--- src/rtl/pipeline_pkg.sv ---
// Types and constants shared by the fetch, decode and hazard logic.
package pipeline_pkg;

  localparam int XLEN = 32;

  // addi x0, x0, 0
  localparam logic [XLEN-1:0] NOP_INSTR = 32'h0000_0013;

  typedef struct packed {
    logic [XLEN-1:0] pc;
    logic [XLEN-1:0] instr;
  } fetch_entry_t;

endpackage

--- src/rtl/sync_fifo.sv ---
// Small synchronous FIFO with clear and occupancy count; dout shows the head entry.
module sync_fifo #(
  parameter int WIDTH = 32,
  parameter int DEPTH = 2,
  localparam int CW = $clog2(DEPTH + 1)
) (
  input  logic             clk,
  input  logic             rst_n,
  input  logic             push,
  input  logic [WIDTH-1:0] din,
  input  logic             pop,
  input  logic             clear,
  output logic [WIDTH-1:0] dout,
  output logic [CW-1:0]    count
);

  localparam int PW = (DEPTH > 1) ? $clog2(DEPTH) : 1;

  logic [WIDTH-1:0] mem [DEPTH];
  logic [PW-1:0]    wr_ptr;
  logic [PW-1:0]    rd_ptr;
  logic             do_push;
  logic             do_pop;

  function automatic logic [PW-1:0] bump(input logic [PW-1:0] p);
    return (p == PW'(DEPTH - 1)) ? '0 : p + 1'b1;
  endfunction

  assign do_pop  = pop && (count != '0);
  // A full queue can still accept when its head leaves in the same cycle.
  assign do_push = push && ((count != CW'(DEPTH)) || do_pop);
  assign dout    = mem[rd_ptr];

  always_ff @(posedge clk or negedge rst_n) begin
    if (!rst_n) begin
      wr_ptr <= '0;
      rd_ptr <= '0;
      count  <= '0;
    end else if (clear) begin
      wr_ptr <= '0;
      rd_ptr <= '0;
      count  <= '0;
    end else begin
      if (do_push) wr_ptr <= bump(wr_ptr);
      if (do_pop)  rd_ptr <= bump(rd_ptr);
      count <= count + CW'(do_push) - CW'(do_pop);
    end
  end

  always_ff @(posedge clk) begin
    if (do_push && !clear) mem[wr_ptr] <= din;
  end

endmodule

--- src/rtl/fetch_stage.sv ---
// Instruction fetch: owns PCF, issues credit-limited in-order imem requests,
// buffers responses and drives the Decode-stage registers.
module fetch_stage
  import pipeline_pkg::*;
#(
  parameter int                    DATA_WIDTH = 32,
  parameter logic [DATA_WIDTH-1:0] RESET_PC   = '0,
  parameter int                    DEPTH      = 2
) (
  input  logic                  clk,
  input  logic                  rst_n,
  output logic                  imem_req_valid,
  input  logic                  imem_req_ready,
  output logic [DATA_WIDTH-1:0] imem_req_addr,
  input  logic                  imem_rsp_valid,
  input  logic [DATA_WIDTH-1:0] imem_rsp_data,
  input  logic                  StallD,
  input  logic                  FlushD,
  input  logic                  PCSrcE,
  input  logic [DATA_WIDTH-1:0] PCTargetE,
  output logic [DATA_WIDTH-1:0] InstrD,
  output logic [DATA_WIDTH-1:0] PCD,
  output logic [DATA_WIDTH-1:0] PCPlus4D,
  output logic                  ValidD
);

  localparam int                    CW  = $clog2(DEPTH + 1);
  localparam int                    EW  = 2 * DATA_WIDTH;
  localparam logic [DATA_WIDTH-1:0] NOP = DATA_WIDTH'(NOP_INSTR);

  logic [DATA_WIDTH-1:0] pcf;
  logic [DATA_WIDTH-1:0] pend_pc;
  logic [CW-1:0]         outstanding;
  logic [CW-1:0]         drop_cnt;
  logic [CW-1:0]         occupancy;
  logic [CW-1:0]         pend_count;
  logic [CW:0]           in_use;
  logic [EW-1:0]         rsp_entry;
  logic [EW-1:0]         head_entry;
  logic [EW-1:0]         dec_src;
  logic                  req_fire;
  logic                  rsp_accept;
  logic                  dec_load;
  logic                  q_empty;
  logic                  dec_has;

  // Every in-flight request is guaranteed a queue slot when it returns.
  assign in_use         = {1'b0, occupancy} + {1'b0, outstanding};
  assign imem_req_valid = rst_n && !PCSrcE && (in_use < (CW + 1)'(DEPTH));
  assign imem_req_addr  = pcf;
  assign req_fire       = imem_req_valid && imem_req_ready;

  assign rsp_accept = imem_rsp_valid && (drop_cnt == '0) && !PCSrcE;
  assign rsp_entry  = {pend_pc, imem_rsp_data};
  assign dec_load   = !StallD && !FlushD;
  assign q_empty    = (occupancy == '0);
  assign dec_src    = q_empty ? rsp_entry : head_entry;
  assign dec_has    = !q_empty || rsp_accept;

  sync_fifo #(.WIDTH(DATA_WIDTH), .DEPTH(DEPTH)) u_pend_q (
    .clk   (clk),
    .rst_n (rst_n),
    .push  (req_fire),
    .din   (pcf),
    .pop   (rsp_accept),
    .clear (PCSrcE),
    .dout  (pend_pc),
    .count (pend_count)
  );

  sync_fifo #(.WIDTH(EW), .DEPTH(DEPTH)) u_instr_q (
    .clk   (clk),
    .rst_n (rst_n),
    .push  (rsp_accept && !(dec_load && q_empty)),
    .din   (rsp_entry),
    .pop   (dec_load && !q_empty),
    .clear (PCSrcE),
    .dout  (head_entry),
    .count (occupancy)
  );

  always_ff @(posedge clk or negedge rst_n) begin
    if (!rst_n) begin
      pcf <= RESET_PC;
    end else if (PCSrcE) begin
      pcf <= PCTargetE;
    end else if (req_fire) begin
      pcf <= pcf + DATA_WIDTH'(4);
    end
  end

  // On redirect everything still in flight becomes stale.
  always_ff @(posedge clk or negedge rst_n) begin
    if (!rst_n) begin
      outstanding <= '0;
      drop_cnt    <= '0;
    end else if (PCSrcE) begin
      outstanding <= outstanding - CW'(imem_rsp_valid);
      drop_cnt    <= outstanding - CW'(imem_rsp_valid);
    end else begin
      outstanding <= outstanding + CW'(req_fire) - CW'(imem_rsp_valid);
      if (imem_rsp_valid && (drop_cnt != '0)) drop_cnt <= drop_cnt - 1'b1;
    end
  end

  always_ff @(posedge clk or negedge rst_n) begin
    if (!rst_n) begin
      InstrD   <= NOP;
      PCD      <= '0;
      PCPlus4D <= '0;
      ValidD   <= 1'b0;
    end else if (FlushD || (dec_load && !dec_has)) begin
      InstrD   <= NOP;
      PCD      <= '0;
      PCPlus4D <= '0;
      ValidD   <= 1'b0;
    end else if (dec_load) begin
      {PCD, InstrD} <= dec_src;
      PCPlus4D      <= dec_src[EW-1 -: DATA_WIDTH] + DATA_WIDTH'(4);
      ValidD        <= 1'b1;
    end
  end

  a_credit_balance: assert property (@(posedge clk) disable iff (!rst_n)
    ({1'b0, pend_count} + {1'b0, drop_cnt}) == {1'b0, outstanding});

endmodule

--- config.mk ---
export PLATFORM = sky130hd
export DESIGN_NAME = fetch_stage
export DESIGN_NICKNAME = d
export VERILOG_FILES = /design/src/rtl/pipeline_pkg.sv /design/src/rtl/sync_fifo.sv /design/src/rtl/fetch_stage.sv
export SDC_FILE = /design/constraint.sdc
export NUM_CORES = 1
export LEC_CHECK = 0
export BUFFER_PORTS_ARGS = -buffer_cell sky130_fd_sc_hd__buf_2
export CAP_MARGIN = 20
export CORE_AREA = 3 3 174 176
export CTS_CLUSTER_SIZE = 12
export DETAILED_ROUTE_END_ITERATION = 6
export DIE_AREA = 0 0 177 179
export PLACE_DENSITY = 0.75
export SLEW_MARGIN = 20
export SYNTH_ARGS = -nofsm -noshare
export SYNTH_HDL_FRONTEND = slang
export SYNTH_SLANG_ARGS = --single-unit
--- constraint.sdc ---
create_clock -name clk -period 4.4 [get_ports clk]
set_input_delay 0 -clock clk [delete_from_list [all_inputs] [get_ports clk]]
set_output_delay 0 -clock clk [all_outputs]
set_load 0.01 [all_outputs]
==> metrics <==
Syn Inst Count=1213; Worst Setup SP=u_instr_q.count[0]; flop2flop setup slack=1.35 ns; LEAKAGE=7.31 nW; maximum VDD drop=0.000319 V; power share of the combinational group=19.0%; RR Startpoint=u_instr_q.count[0]; largest net degree at the start of global routing=122; vias per cell=~5.6; Yosys reg bits=331; DIE HEIGHT=179 um; Psw=2.39 mW; first-pass GRT wire length=56000 um; Pwr per Cell Area=467 nW/um2; dpl cell area=16200 um2; Synth async-reset ratio=42.0%; Min-Delay Path Class=in -> async; worst-margin pin slew=approximately 1 ns; via count of the first global-routing pass=between 10k and 15k; switch share=about 28%; post-DR wirelength/cell=18.8 um; num rows=62; IO Port Bufs=200; CTS sink count=around 330; Setup TNS=0 ns; Post-synth EDFFs=about 190; Power, Total=8.42 mW; H-Tree Depth=2; Mapped Area=14900 um2; die area=31700 um2; crit path max fanout=18; Yosys warning count=0; I/O Pins=roughly 200; clock transition at the registers of the reported paths=0.06 ns; Final Hold Vio Count=0; ranking of synthesized cells by area=edfxtp_1 (39%), dfrtp_1 (23%), mux2i_1 (4.5%), o21ai_0 (3.6%), nand2_1 (3.6%); Root Buffer=clkbuf_16; share of cells above drive strength 1=23.4%; Setup-failing EPs final=0; sequential area share after synthesis=62.3%; Slew Viols, Final=0; area grow syn2layout=21.5%; Mapped Avg Cell Area=12.2 um2; design area=18000 um2; status=complete, no violations; CP required=~4.8 ns; Flop pwr share=45.4%; CP Launch Type=flop; Initial Util=51.6%; Congestion Overflow GR=0; CTS tree=done; chip width=approximately 180 um; CP most frequent cell=buf_4; Worst-Skew Late Latency=0.52 ns; Synth area leader=edfxtp_1; initial antenna violation count=0; Total GRT Usage=about 22%; Clock Tree Buf Depth=3; Post-DP HPWL=about 24000 um; slowest CP cell=or3_1; Distinct cells, synth=75; Mapped Nets=1295; CP cell instances=inv_1 -> nor2_1 -> fa_1 -> nor4b_2 -> and2_1 -> buf_4 -> inv_2 -> buf_4 -> or3_1 -> o311ai_1 -> nand2_1; RePlAce Congestion=0.863; DRT Wirelength=35400 um; Synth top area share=38.8%; routed vias=10.6k; Slew headroom=33.2%; TritonCTS buffer count=37; Critical Path End Type=flop; fin crit period=3.05 ns; Int Power=6.03 mW; crit path kind=reg -> reg; clock skew=0.0218 ns; number of max-cap violations=0; Iter 0 DRT Violations=roughly 920; final net count=between 1.5k and 2k; post-route antenna net violation count=0; top_reg_cell synth=edfxtp_1; drt pass-1 iters=5; core area=28800 um2; Fmax achieved=~330 MHz; WP data arrival=3.44 ns; final worst path period share=a little over two thirds; clock share of power=a little over a third; RSZ-0062 raised after global routing=no; fill count=2187; n_diodes=0; CP max stage delay=about 0.45 ns; DRC=0
## logic make-up after synthesis
logic type / Yosys count / synth area share, %
AND/OR/NAND/NOR: 375 / 12.5
flip-flops: 331 / 62.3
AO/OA/AOI/OAI: 262 / 11.5
multiplexers: 112 / 7.93
buffers and inverters: 94 / 3.16
XOR/XNOR: 28 / 1.65
adder cells (fa/ha/maj): 11 / 0.977
## critical path: cells and delay by family, from the launching register on
family | cells | cell delay [ns]
compound gates | 1 | 0.25
fa+ha+maj | 1 | 0.44
buf+inv | 4 | 0.72
flops | 1 | 0.40
simple gates | 5 | 1.12
## synthesized netlist by cell type, types with 14 or more instances
cell / count
a21oi_1: 57
a22o_1: 17
and3_1: 14
clkbuf_1: 31
dfrtp_1: 136
edfxtp_1: 192
inv_1: 22
mux2_2: 45
mux2i_1: 67
nand2_1: 143
nand3_1: 37
nor2_1: 82
o21ai_0: 108
xnor2_1: 18
## cell type report
| class | count | area, um2 | share of cell area, % |
|---|---|---|---|
| repair buffers | 287 | 1860 | 10.3 |
| clock buffers | 58 | 1090 | 6.02 |
| well taps | 384 | 480 | 2.66 |
| clock inverters | 10 | 105 | 0.582 |
| multi-input cells | 788 | 5170 | 28.7 |
| flip-flops and latches | 331 | 9250 | 51.3 |
| inverters | 23 | 86.3 | 0.478 |
## metrics by stage
stage	hold WS [ns]	cells	setup WS, ns	utilization [%]
floorplan	-0.296	1213	0.794	-
global placement	0.0190	1744	1.42	56.2
detailed placement	0.0186	1744	1.37	56.2
CTS	0.0558	1881	1.36	62.7
global route	0.0869	1881	1.09	62.7
finish	0.0350	1881	1.35	62.7
## repair_timing
item / CTS / global route
resized for setup: 0 / 0
hold buffers: 69 / 0
endpoints found under the setup margin: 0 / 0
endpoints found under the hold margin: 194 / 0
buffers inserted: 0 / 0
## metal layers
| metal | share of wire [%] | track usage [%] | vias up | wire length, um |
|---|---|---|---|---|
| met4 | 1.3 | 4.45 | 0 | 445 |
| met5 | 0 | 0 | - | 0 |
| li1 | - | - | 4964 | - |
| met2 | 46 | 34.7 | 399 | 16200 |
| met3 | 7.4 | 4.11 | 39 | 2620 |
| met1 | 46 | 32.7 | 5203 | 16200 |
## state kept, by name, summed over array words and instances (netlist names)
signal and count:
u_instr_q.count 2, u_pend_q.count 2, InstrD 32, drop_cnt 2
u_pend_q.wr_ptr 1, u_instr_q.wr_ptr 1, u_instr_q.mem 128, u_pend_q.mem 64
PCPlus4D 30, PCD 32, u_pend_q.rd_ptr 1, imem_req_addr 32
u_instr_q.rd_ptr 1, outstanding 2, ValidD 1
## cells in the final DEF, fill, tap and decap left out, types with 5 or more instances in the layout
master	n
edfxtp_1	192
clkbuf_16	39
or3_1	5
a221o_1	11
mux2i_1	67
nor4_1	7
clkbuf_1	15
xnor2_1	18
o21ai_0	107
a21o_1	9
o211ai_1	7
a22o_1	17
a22oi_1	5
mux2_2	45
and2_1	11
nor3_1	12
nor2_1	80
inv_1	22
nand2b_1	8
o311ai_0	5
dlygate4sd3_1	69
nand3b_1	12
a21oi_1	57
ha_1	10
buf_4	15
buf_2	199
nor2b_1	6
nand4b_1	6
dfrtp_1	134
and3_1	14
xor2_1	10
nand4_1	12
nand3_1	37
a211oi_1	5
nand2_1	143
## power groups by stage
stage	clock (mW)	sequential, mW	combinational, mW
finish	3.00	3.82	1.60
global route	3.19	3.86	1.77
CTS	3.07	3.82	1.60
detailed placement	0	3.88	1.54
global placement	0	3.86	1.51
floorplan	0	3.87	1.00
## path summary, 6_finish.rpt
path / depth (start not counted) / endpoint
hold / removal: 2 / PCD[26]
setup reg to reg: 11 / imem_req_addr[24]
setup / recovery: 11 / imem_req_addr[24]
hold reg to reg: 2 / PCPlus4D[6]
max in group asynchronous: 3 / InstrD[13]
min in group clk: 3 / u_pend_q.count[1]
Power figures use the tool's default switching activity.
